==> src/rtl/ex_branch_redirect_pkg.sv <==
// Shared definitions for the EX-stage branch resolver: branch type codes,
// branch condition encodings, FSM states and the default datapath width.
package ex_branch_redirect_pkg;

   localparam int unsigned XLEN_DEF = 32;

   typedef enum logic [1:0] {
      BR_NONE = 2'b00,
      BR_COND = 2'b01,
      BR_JAL  = 2'b10,
      BR_JALR = 2'b11
   } br_type_e;

   localparam logic [2:0] F3_BEQ  = 3'b000;
   localparam logic [2:0] F3_BNE  = 3'b001;
   localparam logic [2:0] F3_BLT  = 3'b100;
   localparam logic [2:0] F3_BGE  = 3'b101;
   localparam logic [2:0] F3_BLTU = 3'b110;
   localparam logic [2:0] F3_BGEU = 3'b111;

   typedef enum logic {
      ST_RUN    = 1'b0,
      ST_SHADOW = 1'b1
   } state_e;

endpackage

==> src/rtl/ex_branch_redirect_if.sv <==
// ID/EX-to-EX/MEM bundle: decoded operands in, redirect and EX/MEM control out.
// master = upstream pipeline side, slave = the EX resolver.
interface ex_branch_redirect_if #(
   parameter int unsigned XLEN = 32
);
   logic            Stall;
   logic            InValid;
   logic [XLEN-1:0] InPC;
   logic [XLEN-1:0] rs1_value;
   logic [XLEN-1:0] rs2_value;
   logic [XLEN-1:0] Imm;
   logic [1:0]      BrType;
   logic [2:0]      Funct3;
   logic            InRegWrite;

   logic            PCsel;
   logic [XLEN-1:0] JumporBranch;
   logic            Flush;
   logic            ExValid;
   logic            ExRegWrite;
   logic [XLEN-1:0] ExLink;
   logic            MisalignErr;
   logic            IllegalBr;

   modport master (
      output Stall, InValid, InPC, rs1_value, rs2_value, Imm, BrType, Funct3, InRegWrite,
      input  PCsel, JumporBranch, Flush, ExValid, ExRegWrite, ExLink, MisalignErr, IllegalBr
   );

   modport slave (
      input  Stall, InValid, InPC, rs1_value, rs2_value, Imm, BrType, Funct3, InRegWrite,
      output PCsel, JumporBranch, Flush, ExValid, ExRegWrite, ExLink, MisalignErr, IllegalBr
   );
endinterface

==> src/rtl/ex_branch_redirect_branch_compare.sv <==
// Combinational branch condition evaluator: (a, b, funct3) -> {take, illegal}.
module branch_compare
   import ex_branch_redirect_pkg::*;
#(
   parameter int unsigned XLEN = XLEN_DEF
) (
   input  logic [XLEN-1:0] a_i,
   input  logic [XLEN-1:0] b_i,
   input  logic [2:0]      funct3_i,
   output logic            take_o,
   output logic            illegal_o
);

   // Decode funct3 into the condition result; 010/011 are reserved.
   always_comb begin
      take_o    = 1'b0;
      illegal_o = 1'b0;
      unique case (funct3_i)
         F3_BEQ:  take_o = (a_i == b_i);
         F3_BNE:  take_o = (a_i != b_i);
         F3_BLT:  take_o = ($signed(a_i) <  $signed(b_i));
         F3_BGE:  take_o = ($signed(a_i) >= $signed(b_i));
         F3_BLTU: take_o = (a_i <  b_i);
         F3_BGEU: take_o = (a_i >= b_i);
         default: illegal_o = 1'b1;
      endcase
   end

endmodule

==> src/rtl/ex_branch_redirect.sv <==
// EX-stage branch/jump resolver and EX/MEM control register. Resolves the
// ID/EX slot, drives the one-cycle PC redirect back to IF, holds Flush for
// FLUSH_CYCLES cycles while wrong-path slots drain, and registers link/RegWrite.
module ex_branch_redirect
   import ex_branch_redirect_pkg::*;
#(
   parameter int unsigned XLEN         = XLEN_DEF,
   parameter int unsigned FLUSH_CYCLES = 2
) (
   input logic                CLK,
   input logic                RST,
   ex_branch_redirect_if.slave bus
);

   localparam logic [1:0] FLUSH_LOAD = 2'(FLUSH_CYCLES - 1);

   state_e          state_q;
   logic [1:0]      cnt_q;
   logic            pcsel_q;
   logic [XLEN-1:0] jb_q;
   logic            flush_q;
   logic            exvalid_q;
   logic            exrw_q;
   logic [XLEN-1:0] exlink_q;
   logic            mis_q;
   logic            ill_q;

   br_type_e        br_type_d;
   logic            cmp_take_d;
   logic            cmp_ill_d;
   logic [XLEN-1:0] pc_tgt_d;
   logic [XLEN-1:0] reg_sum_d;
   logic [XLEN-1:0] target_d;
   logic            taken_d;
   logic            misalign_d;
   logic            redirect_d;
   logic            illegal_d;
   logic [XLEN-1:0] link_d;

   branch_compare #(.XLEN(XLEN)) u_cmp (
      .a_i       (bus.rs1_value),
      .b_i       (bus.rs2_value),
      .funct3_i  (bus.Funct3),
      .take_o    (cmp_take_d),
      .illegal_o (cmp_ill_d)
   );

   // Target adders and taken/misalign decision for the current ID/EX slot.
   always_comb begin
      br_type_d  = br_type_e'(bus.BrType);
      pc_tgt_d   = bus.InPC + bus.Imm;
      reg_sum_d  = bus.rs1_value + bus.Imm;
      target_d   = (br_type_d == BR_JALR)
                   ? (reg_sum_d & ~{{(XLEN-1){1'b0}}, 1'b1})
                   : pc_tgt_d;
      taken_d    = (br_type_d == BR_JAL) || (br_type_d == BR_JALR) ||
                   ((br_type_d == BR_COND) && cmp_take_d);
      misalign_d = taken_d && (target_d[1:0] != 2'b00);
      redirect_d = taken_d && !misalign_d;
      illegal_d  = (br_type_d == BR_COND) && cmp_ill_d;
      link_d     = bus.InPC + XLEN'(4);
   end

   // RUN/SHADOW FSM with flush counter and all registered outputs; Stall freezes everything.
   always_ff @(posedge CLK) begin
      if (RST) begin
         state_q   <= ST_RUN;
         cnt_q     <= '0;
         pcsel_q   <= 1'b0;
         jb_q      <= '0;
         flush_q   <= 1'b0;
         exvalid_q <= 1'b0;
         exrw_q    <= 1'b0;
         exlink_q  <= '0;
         mis_q     <= 1'b0;
         ill_q     <= 1'b0;
      end else if (!bus.Stall) begin
         unique case (state_q)
            ST_RUN: begin
               pcsel_q   <= 1'b0;
               flush_q   <= 1'b0;
               mis_q     <= 1'b0;
               ill_q     <= 1'b0;
               exvalid_q <= bus.InValid;
               exrw_q    <= 1'b0;
               if (bus.InValid) begin
                  exlink_q <= link_d;
                  exrw_q   <= bus.InRegWrite && !misalign_d;
                  mis_q    <= misalign_d;
                  ill_q    <= illegal_d;
                  if (redirect_d) begin
                     pcsel_q <= 1'b1;
                     jb_q    <= target_d;
                     flush_q <= 1'b1;
                     cnt_q   <= FLUSH_LOAD;
                     state_q <= ST_SHADOW;
                  end
               end
            end
            ST_SHADOW: begin
               // Wrong-path slots are dropped without being resolved.
               pcsel_q   <= 1'b0;
               exvalid_q <= 1'b0;
               exrw_q    <= 1'b0;
               mis_q     <= 1'b0;
               ill_q     <= 1'b0;
               if (cnt_q == 2'd0) begin
                  flush_q <= 1'b0;
                  state_q <= ST_RUN;
               end else begin
                  cnt_q <= cnt_q - 2'd1;
               end
            end
            default: state_q <= ST_RUN;
         endcase
      end
   end

   assign bus.PCsel        = pcsel_q;
   assign bus.JumporBranch = jb_q;
   assign bus.Flush        = flush_q;
   assign bus.ExValid      = exvalid_q;
   assign bus.ExRegWrite   = exrw_q;
   assign bus.ExLink       = exlink_q;
   assign bus.MisalignErr  = mis_q;
   assign bus.IllegalBr    = ill_q;

endmodule

==> src/flat_wrapper.sv <==
// flat-port wrapper written by rule: the top's interface ports become plain ports
module ex_branch_redirect_flat import ex_branch_redirect_pkg::*;
#(
   parameter int unsigned XLEN         = XLEN_DEF,
   parameter int unsigned FLUSH_CYCLES = 2
)
  (CLK, RST, bus_Stall, bus_InValid, bus_InPC, bus_rs1_value, bus_rs2_value, bus_Imm, bus_BrType, bus_Funct3, bus_InRegWrite, bus_PCsel, bus_JumporBranch, bus_Flush, bus_ExValid, bus_ExRegWrite, bus_ExLink, bus_MisalignErr, bus_IllegalBr);
  ex_branch_redirect_if #(.XLEN(XLEN)) bus_i ();
  input logic CLK;
  input logic RST;
  input wire logic [$bits(bus_i.Stall)-1:0] bus_Stall;
  input wire logic [$bits(bus_i.InValid)-1:0] bus_InValid;
  input wire logic [$bits(bus_i.InPC)-1:0] bus_InPC;
  input wire logic [$bits(bus_i.rs1_value)-1:0] bus_rs1_value;
  input wire logic [$bits(bus_i.rs2_value)-1:0] bus_rs2_value;
  input wire logic [$bits(bus_i.Imm)-1:0] bus_Imm;
  input wire logic [$bits(bus_i.BrType)-1:0] bus_BrType;
  input wire logic [$bits(bus_i.Funct3)-1:0] bus_Funct3;
  input wire logic [$bits(bus_i.InRegWrite)-1:0] bus_InRegWrite;
  output wire logic [$bits(bus_i.PCsel)-1:0] bus_PCsel;
  output wire logic [$bits(bus_i.JumporBranch)-1:0] bus_JumporBranch;
  output wire logic [$bits(bus_i.Flush)-1:0] bus_Flush;
  output wire logic [$bits(bus_i.ExValid)-1:0] bus_ExValid;
  output wire logic [$bits(bus_i.ExRegWrite)-1:0] bus_ExRegWrite;
  output wire logic [$bits(bus_i.ExLink)-1:0] bus_ExLink;
  output wire logic [$bits(bus_i.MisalignErr)-1:0] bus_MisalignErr;
  output wire logic [$bits(bus_i.IllegalBr)-1:0] bus_IllegalBr;
  assign bus_i.Stall = bus_Stall;
  assign bus_i.InValid = bus_InValid;
  assign bus_i.InPC = bus_InPC;
  assign bus_i.rs1_value = bus_rs1_value;
  assign bus_i.rs2_value = bus_rs2_value;
  assign bus_i.Imm = bus_Imm;
  assign bus_i.BrType = bus_BrType;
  assign bus_i.Funct3 = bus_Funct3;
  assign bus_i.InRegWrite = bus_InRegWrite;
  assign bus_PCsel = bus_i.PCsel;
  assign bus_JumporBranch = bus_i.JumporBranch;
  assign bus_Flush = bus_i.Flush;
  assign bus_ExValid = bus_i.ExValid;
  assign bus_ExRegWrite = bus_i.ExRegWrite;
  assign bus_ExLink = bus_i.ExLink;
  assign bus_MisalignErr = bus_i.MisalignErr;
  assign bus_IllegalBr = bus_i.IllegalBr;
  ex_branch_redirect #(.XLEN(XLEN), .FLUSH_CYCLES(FLUSH_CYCLES)) u_core (.CLK(CLK), .RST(RST), .bus(bus_i));
endmodule
==> config.mk <==
export PLATFORM = sky130hd
export DESIGN_NAME = ex_branch_redirect_flat
export DESIGN_NICKNAME = d
export VERILOG_FILES = /design/src/rtl/ex_branch_redirect_pkg.sv /design/src/rtl/ex_branch_redirect_if.sv /design/src/rtl/ex_branch_redirect_branch_compare.sv /design/src/rtl/ex_branch_redirect.sv /design/src/flat_wrapper.sv
export SDC_FILE = /design/constraint.sdc
export NUM_CORES = 1
export LEC_CHECK = 0
export BUFFER_PORTS_ARGS = -buffer_cell sky130_fd_sc_hd__buf_4
export CAP_MARGIN = 40
export CORE_MARGIN = 4
export CORE_UTILIZATION = 45
export CTS_CLUSTER_DIAMETER = 40
export DETAILED_ROUTE_END_ITERATION = 10
export PLACE_DENSITY = 0.7
export SETUP_SLACK_MARGIN = 0.15
export SLEW_MARGIN = 20
export SYNTH_ARGS = -nofsm -noshare
export SYNTH_HDL_FRONTEND = slang
export SYNTH_SLANG_ARGS = --single-unit
==> constraint.sdc <==
create_clock -name CLK -period 3.6 [get_ports CLK]
set_input_delay 0 -clock CLK [delete_from_list [all_inputs] [get_ports CLK]]
set_output_delay 0 -clock CLK [all_outputs]
set_load 0.02 [all_outputs]
### Word level (Yosys, flattened, before mapping)

Cells that the tools add are included.

* flip-flop bits (word level): 73
* bits in latches: 0
* memory bits (writable): 0
* ROM bits: 0
* input bits: 138
* output and inout port bits: 70
* word-level logic and storage cells: 71
* memories: 0

* add/subtract/negate cells: 4
* multipliers: 0
* divide/modulo/power cells: 0
* $lt $le $gt $ge: 4
* eq/ne operators: 14
* shift-type cells: 0
* mux-type cells: 21
* bitwise gates (word level): 2
* reductions and logical operators: 16

Operator list (number)
* $add 32x32->32: 2
* $ge 32x32->1: 2
* $lt 32x32->1: 2
* $add 32x3->32 const B: 1
* $eq 32x32->1: 1
* $mux 32: 1
* $ne 32x32->1: 1
* $pmux 1 s2: 7
* $eq 3x3->1 const B: 4
* $mux 1: 8
* $reduce_and 4->1: 2
* $mux 2: 3
* $ne 2x2->1 const B: 3
* $pmux 1 s6: 1
* $reduce_or 6->1: 1
* $logic_and 1x1->1: 5
* $eq 2x2->1 const B: 2
* $pmux 2 s2: 1
* $eq 3x1->1 const B: 1
* $logic_not 3->1: 1
* $reduce_and 3->1: 1
* $eq 2x1->1 const B: 1
* $logic_not 2->1: 1
* $logic_or 1x1->1: 2
* other kinds (6): 7

### Depth between registers and ports, before layout

Gate-level depths: netlist of the first run.

* depth after elaboration: 10
* mapped depth: 13
* mapped depth without buffers: 13

### Hierarchy

From an unflattened synthesis of the first run, not the netlist that was laid out.

* cells, all modules: 987
* area total of the unflattened synthesis: 7343.3 um2

By module, submodules not included
* ex_branch_redirect: times used 1, cells an instance 858, area an instance 6413.7 um2, seq. area each 1461.4 um2
* branch_compare: times used 1, cells an instance 129, area an instance 929.6 um2, seq. area each 0.0 um2

### Least setup slack after synthesis of the first run

No wires, ideal clock.

* kind: input port to flip-flop
* from: input port bus_Imm[7]
* to: register u_core.jb_q[28] (netlist: u_core.bus.JumporBranch[28])
* setup time: 132 ps
* arrival: 2597 ps
* data required time: 3468 ps
* path slack: 871 ps
* stages on the path: 11
* path buffers: 0
* path through: ha_1 -> nand2_1 -> or4b_2 -> o21ai_0 -> a21oi_1 -> o21ai_0 -> o21ai_1 -> nand2_1 -> mux2_2 -> a2111oi_0 -> a31oi_1

* word-level cells in the longest chain between the ends: 2
* elaborated cells on any way between the ends: 3
* classes of those cells: add/sub: 2; mux: 1

RTL lines
* start, declared: line flat_wrapper.sv:16 `input wire logic [$bits(bus_i.Imm)-1:0] bus_Imm;`
* $add 32x32->32 (on tied branches): line ex_branch_redirect.sv:51, ex_branch_redirect.sv:52
* $mux 32 *: line ex_branch_redirect.sv:54 `? (reg_sum_d & ~{{(XLEN-1){1'b0}}, 1'b1})`
* end signal, assigned: line ex_branch_redirect.sv:93 `jb_q <= target_d;`
* end, declared: line ex_branch_redirect.sv:20 `logic [XLEN-1:0] jb_q;`

Mark *: on every way between the ends. The rest lies on a longest branch, timed or not.
A chain may end at the register's enable or synchronous reset.

### Worst setup path after layout of the first run

* from: input port bus_InPC[0]
* to: register u_core.jb_q[28] (netlist: u_core.bus.JumporBranch[28])

* word-level cells in the longest chain between the ends: 7

RTL lines
* start, declared: line flat_wrapper.sv:13 `input wire logic [$bits(bus_i.InPC)-1:0] bus_InPC;`
* $add 32x32->32 *: line ex_branch_redirect.sv:51 `pc_tgt_d = bus.InPC + bus.Imm;`
* $mux 32 *: line ex_branch_redirect.sv:54
* $reduce_bool 2->1: line ex_branch_redirect.sv:58 `misalign_d = taken_d && (target_d[1:0] != 2'b00);`
* $logic_and 1x1->1: line ex_branch_redirect.sv:58
* $logic_not 1->1: line ex_branch_redirect.sv:59 `redirect_d = taken_d && !misalign_d;`
* $logic_and 1x1->1: line ex_branch_redirect.sv:59
* $reduce_and 4->1 (no source line)

Marked as above.

==> results.cfg, run 1 <==
[finish]
layout_common_cells = buf_4 (217), nor2_1 (113), ha_1 (95)
final_util_pct = 60.6
nNetsFinal = 1444
syn_to_final_growth_pct = 31.0
design_area_um2 = 9700
antenna_cells_inserted = 0
final_layout_size_suffix_gt1_share_pct = 21.0
final_cells = 1430
final_common_cell = buf_4

[power]
switching_share_pct = 36.3
p_clk_share_pct = 29.8
p_leak_nw = 4.37
p_switching_mw = 1.07
peakVddDrop_v = 0.000217
seqPwrFrac_pct = 29.7
p_int_mw = 1.88
p_comb_share_pct = 40.5
power_density_nw_per_um2 = 304
fin_total_pwr_mw = 2.95

[worst_hold_path]
hold_path_class = input port to flip-flop
worstHoldStart = bus_InPC[7]

[cts]
cts_buffers = 9
post-cts-setup-buffers = 0
cts_buffer_depth = 2
cts_root_buffer = clkbuf_16
cts_tree = yes
clk_latency_ns = 0.34
clk_pin_slew_ns = 0.06
cts_htree_levels = 3
cts_sinks = 73

[drt]
vias_per_cell = 5.48
vias = 7839
firstDrtPassIters = 5
ant_nets = 0
routed_wl_um = 23500
wl_per_cell_um = 16.5
drt_iter0_drc = 496
drc = 0

[setup_path]
crit_required_ns = 3.82
crit_fanout = 4
rr_startpoint = u_core.state_q
critPathCaptureType = flip-flop
crit_arrival_ns = 3.45
critical_path_class = input port to flip-flop
crit_path_start = bus_InPC[0]
start_kind = input port

[run]
drv_cap = 0

[timing]
clock.fmax_mhz = 310
period_share_pct = 89.6
finalCriticalPeriod_ns = 3.23
final-max-slew-violation-count = 0
finalSetupTns_ns = 0
tightest_slew_ns = 0.825
fin_skew_ns = 0.00792
slew_headroom_pct = 45.0
rsz0062_at_grt = no
finalHoldViolations = 0
setup_viol = 0

[floorplanning]
initial_utilization_pct = 46.3
die_h_um = 136
io_pins = 208
rows = 46
core_area_um2 = 16000
die-area_um2 = 18600
die_x_um = 136

[logic_synthesis]
syn_area_um2 = 7400
synth_edf_count = 0
async_reset_ff_share_pct = 0
syn_nets = 1230
synthCells = 995
ys_seq_area_share_pct = 19.7
synth_ff_type = dfxtp_1
syn-mean-instance-area_um2 = 7.44
synth_seq_cells = 73
ys_types = 70
yosysWarnings = 0

[placement]
place.port_buffers = 207
dpl-instance-area_um2 = 9170
gpl.final_weighted_congestion = 0.896
dp_hpwl_um = 19300
dp_cells = 1391

[global_routing]
grt_pass1_vias = 7175
grt-ovfl-total = 0
grt_pass1_wl_um = 36100
grt.total_usage_pct = 24.5
grt_max_degree = 77
grt_antenna_before_repair = 0

[outcome]
outcome = completed
-- power groups by stage --
stage / logic [mW] / clock network (mW) / registers, mW
after CTS: 1.19 / 0.893 / 0.877
after detailed placement: 1.17 / 0 / 0.894
after global placement: 1.16 / 0 / 0.893
after global routing: 1.32 / 0.934 / 0.881
after floorplan: 0.704 / 0 / 0.944
final: 1.19 / 0.879 / 0.876
-- stage by stage --
step           worst slack, ns  hold WS [ns]
2_1_floorplan            0.871        0.0958
3_3_place_gp             0.326         0.234
3_5_place_dp             0.252         0.236
4_1_cts                  0.258      0.000599
5_1_grt                  0.146        0.0109
6_report                 0.373       0.00721
-- layout make-up --
cell class | instances | area (um2)
Clock inverter | 6 | 47.5
Multi-Input combinational cell | 827 | 5590
Timing Repair Buffer | 241 | 1880
Clock buffer | 10 | 239
Inverter | 57 | 214
Tap cell | 216 | 270
Sequential cell | 73 | 1460
Fill cell | 1554 | 6300
-- what timing repair did --
item                                    in CTS  in global routing
hold buffers                                23                  0
hold endpoints to repair                    23                  0
resized for setup                            0                  4
endpoints found under the setup margin       0                  2
-- worst max-delay path: stages --
cell and delay, ns:
dlygate4sd3_1 0.53, buf_4 0.11, ha_1 0.18, inv_1 0.06, fa_1 0.37, nand2b_1 0.19, a21oi_1 0.22, o21ai_1 0.18
a21oi_1 0.25, o21ai_0 0.20, o21ai_2 0.26, nand2_1 0.12, mux2_2 0.29, a2111oi_1 0.38, a31oi_1 0.13
-- synthesized netlist by cell type, types with 3 or more instances --
master	instances	area (um2)
ha_1	95	1190
nor3b_1	4	30.0
inv_1	57	214
a221oi_1	3	26.3
a31oi_1	10	62.6
a211oi_1	58	435
xor2_1	29	254
nand2_1	79	297
and2_1	8	50.1
o221ai_1	3	26.3
o21bai_1	4	30.0
o21a_1	7	52.6
a21oi_1	84	420
a2111oi_0	4	35.0
nand4_1	15	93.8
nand2b_1	19	119
clkbuf_1	26	97.6
buf_1	6	22.5
mux2i_1	6	60.1
nor3_1	26	130
o21ai_1	3	15.0
and3_1	13	81.3
or3_1	8	50.1
o2111ai_1	4	35.0
o211ai_1	7	52.6
nor2b_1	12	75.1
buf_2	4	20.0
xnor2_1	37	324
nor4_1	6	37.5
or2_2	4	25.0
o21ai_0	54	270
dfxtp_1	73	1460
a21o_1	23	173
nor2_1	114	428
a311oi_1	10	87.6
nand3_1	34	170
a31o_2	3	26.3
-- flip-flops by register name (all words and copies together) (netlist names) --
register / cells
u_core.bus.IllegalBr: 1
u_core.bus.ExLink: 32
u_core.bus.MisalignErr: 1
u_core.bus.ExRegWrite: 1
u_core.cnt_q: 2
u_core.bus.Flush: 1
u_core.bus.JumporBranch: 32
u_core.bus.ExValid: 1
u_core.state_q: 1
u_core.bus.PCsel: 1
-- metal layers --
metal	routed length (um)	up-vias	global-route usage [%]
met4	520	0	6.83
met2	11200	232	41.8
met1	10200	3492	30.8
met3	1590	29	5.66
met5	0	-	0
li1	-	4086	-
-- path summary, 6_finish.rpt --
path	end	slack (ns)	depth (start not counted)
worst max-delay path	u_core.bus.JumporBranch[28]	0.37	15
worst min-delay path	u_core.bus.ExLink[7]	0.007	3
worst max register to register	u_core.bus.IllegalBr	1.34	6
worst min register to register	u_core.bus.ExLink[1]	0.46	2
-- kinds of logic (layout without fill, tap and decap cells) --
family,Yosys count,after routing,share of synthesized area [%]
adders and majority gates,97,97,16.6
muxes,8,8,1.12
AOI/OAI and AO/OA,302,302,26.9
xor gates and xnor gates,66,66,7.81
and+or+nand+nor,354,354,22.8
DFF,73,73,19.7
buffers and inverters,95,314,5.04
Note: power is estimated with default switching activity, not from simulation.
==> run 2, diff against run 1 <==
--- a/config.mk
+++ b/config.mk
@@ -13,7 +13,7 @@
 export DETAILED_ROUTE_END_ITERATION = 10
 export PLACE_DENSITY = 0.7
 export SETUP_SLACK_MARGIN = 0.15
-export SLEW_MARGIN = 20
+export SLEW_MARGIN = 40
 export SYNTH_ARGS = -nofsm -noshare
 export SYNTH_HDL_FRONTEND = slang
 export SYNTH_SLANG_ARGS = --single-unit
==> constraint.sdc (replaced) <==
create_clock -name CLK -period 3.6 [get_ports CLK]
set_input_delay 0.9 -clock CLK [delete_from_list [all_inputs] [get_ports CLK]]
set_output_delay 0.9 -clock CLK [all_outputs]
set_load 0.02 [all_outputs]
==> run 2 against run 1 <==
Against the previous run:
- flip-flop and latch count unchanged
- final cell count is 5.9% higher
- combinational power rose by 15%
- via count is 6.4% higher
- clock skew is 0.0052 ns lower
- first-iteration DRC count grew 0.81%
- critical path depth decreased by 1
- non-clock buffer count rose by 85
- critical path type unchanged
==> results.cfg, run 2 (same netlist as run 1, synthesis figures left out) <==
[power]
peakVddDrop_v = 0.000238
p_switching_mw = 1.16
p_leak_nw = 4.87
p_clk_share_pct = 30.0
seqPwrFrac_pct = 27.3
switching_share_pct = 36.1
fin_total_pwr_mw = 3.21
p_comb_share_pct = 42.7
power_density_nw_per_um2 = 303
p_int_mw = 2.05

[global_routing]
grt_antenna_before_repair = 0
grt_max_degree = 77
grt-ovfl-total = 0
grt.total_usage_pct = 25.8
grt_pass1_wl_um = 38500
grt_pass1_vias = 7811

[floorplanning]
core_area_um2 = 16000
initial_utilization_pct = 46.3
io_pins = 208
rows = 46
die_h_um = 136
die-area_um2 = 18600
die_x_um = 136

[finish]
antenna_cells_inserted = 0
final_layout_size_suffix_gt1_share_pct = 30.6
layout_common_cells = buf_4 (322), nor2_1 (112), ha_1 (91)
nNetsFinal = 1529
nFillCells = 1466
multiInputGateArea_um2 = 5830
regArea_um2 = 1460
final_cells = 1515
syn_to_final_growth_pct = 43.0
final_common_cell = buf_4

[timing]
period_share_pct = 93.9
fin_skew_ns = 0.00273
clock.fmax_mhz = 296
final-max-slew-violation-count = 0
slew_headroom_pct = 43.8
finalHoldViolations = 0
finalCriticalPeriod_ns = 3.38
setup_viol = 0
setup_ws_ns = 0.218
tightest_slew_ns = 0.842
rsz0062_at_grt = yes

[cts]
clk_latency_ns = 0.35
cts_htree_levels = 3
cts_tree = yes
cts_root_buffer = clkbuf_16
postCtsHoldBufs = 0
clk_pin_slew_ns = 0.06
cts_sinks = 73
cts_buffer_depth = 2
cts_buffers = 9

[drt]
drt_iter0_drc = 500
routed_wl_um = 24900
wl_per_cell_um = 16.4
firstDrtPassIters = 8
drc = 0
vias_per_cell = 5.50
vias = 8338
ant_nets = 0

[setup_path]
worstSetupEndpoint = u_core.bus.JumporBranch[14]
crit_fanout = 24
crit_path_start = bus_rs1_value[19]
critPathCaptureType = flip-flop
crit_required_ns = 3.85
timing.rr.end = u_core.bus.JumporBranch[14]
crit_arrival_ns = 3.64
start_kind = input port
critical_path_class = input port to flip-flop
r2r_slack_ns = 1.70
rr_startpoint = u_core.state_q
r2r_cells = 7

[placement]
place.port_buffers = 207
dp_cells = 1495
gpl.final_weighted_congestion = 0.949
dp_hpwl_um = 20200
place_ws_ns = -0.363

[outcome]
outcome = completed

[worst_hold_path]
hold_path_class = flip-flop to flip-flop
worstHoldStart = u_core.bus.ExLink[0]

[run]
drv_cap = 0
[run 2: cell count changes in the layout (fill, tap and decap cells not counted), moves of 3 or more]
cell	before	now
o21ai_0	53	47
a211oi_1	58	50
ha_1	95	91
a211oi_2	1	9
buf_4	217	322
a2111oi_0	3	0
o21ai_1	3	6
ha_4	0	3
a21oi_1	84	80
dlygate4sd3_1	23	0
[run 2: final cells by class]
type                    instances  share of cell area [%]
multi-input cells             827                    55.0
clock buffers                   9                    2.13
well taps                     216                    2.55
flip-flops and latches         73                    13.8
clock inverters                 7                   0.816
repair buffers                326                    23.6
inverters                      57                    2.02
[run 2: metrics by stage]
step | instance area (um2) | utilization [%] | setup TNS [ns] | hold WS (ns)
detailed placement | 9980 | 62.4 | -8.74 | 0.451
CTS | 10300 | 64.5 | 0 | 0.459
global placement | 9980 | 62.4 | -5.20 | 0.446
floorplan | 7410 | - | 0 | 0.454
global route | 10600 | 66.2 | 0 | 0.476
finish | 10600 | 66.2 | 0 | 0.461
[run 2: worst min-delay path by stage]
stage | end | cells past startpoint
5_1_grt | u_core.bus.ExLink[3] | 2
4_1_cts | u_core.bus.ExLink[0] | 2
3_3_place_gp | u_core.bus.ExLink[0] | 2
2_1_floorplan | u_core.state_q | 2
3_5_place_dp | u_core.bus.ExLink[0] | 2
6_report | u_core.bus.ExLink[0] | 2
[run 2: metal layers]
layer | wire length, um | global-route usage (%) | vias up
met3 | 1550 | 5.29 | 35
li1 | - | - | 4244
met1 | 10700 | 32.7 | 3806
met4 | 599 | 8.06 | 0
met2 | 12000 | 43.9 | 253
met5 | 0 | 0 | -
[run 2: worst max-delay path, stage by stage]
cell      delay, ns
buf_4          0.11
ha_1           0.30
nand4_1        0.22
nor4_1         0.43
buf_4          0.21
nand2_1        0.08
xor2_1         0.15
nor2_1         0.08
o21ai_0        0.10
a211oi_2       0.32
a31o_4         0.29
buf_12         0.18
nor2_1         0.05
a211oi_1       0.21
[run 2: power groups by stage]
stage	clock network (mW)	logic, mW	registers [mW]
floorplan	0	0.706	0.944
global placement	0	1.29	0.895
detailed placement	0	1.30	0.895
CTS	0.975	1.31	0.878
global route	1.01	1.50	0.882
finish	0.963	1.37	0.878
[run 2: repair_timing]
| action | CTS | global route |
|---|---|---|
| endpoints found under the setup margin | 29 | 37 |
| pin swaps | 2 | 14 |
| gates resized for setup | 7 | 44 |
| gates cloned | 0 | 1 |
| setup buffers | 0 | 3 |
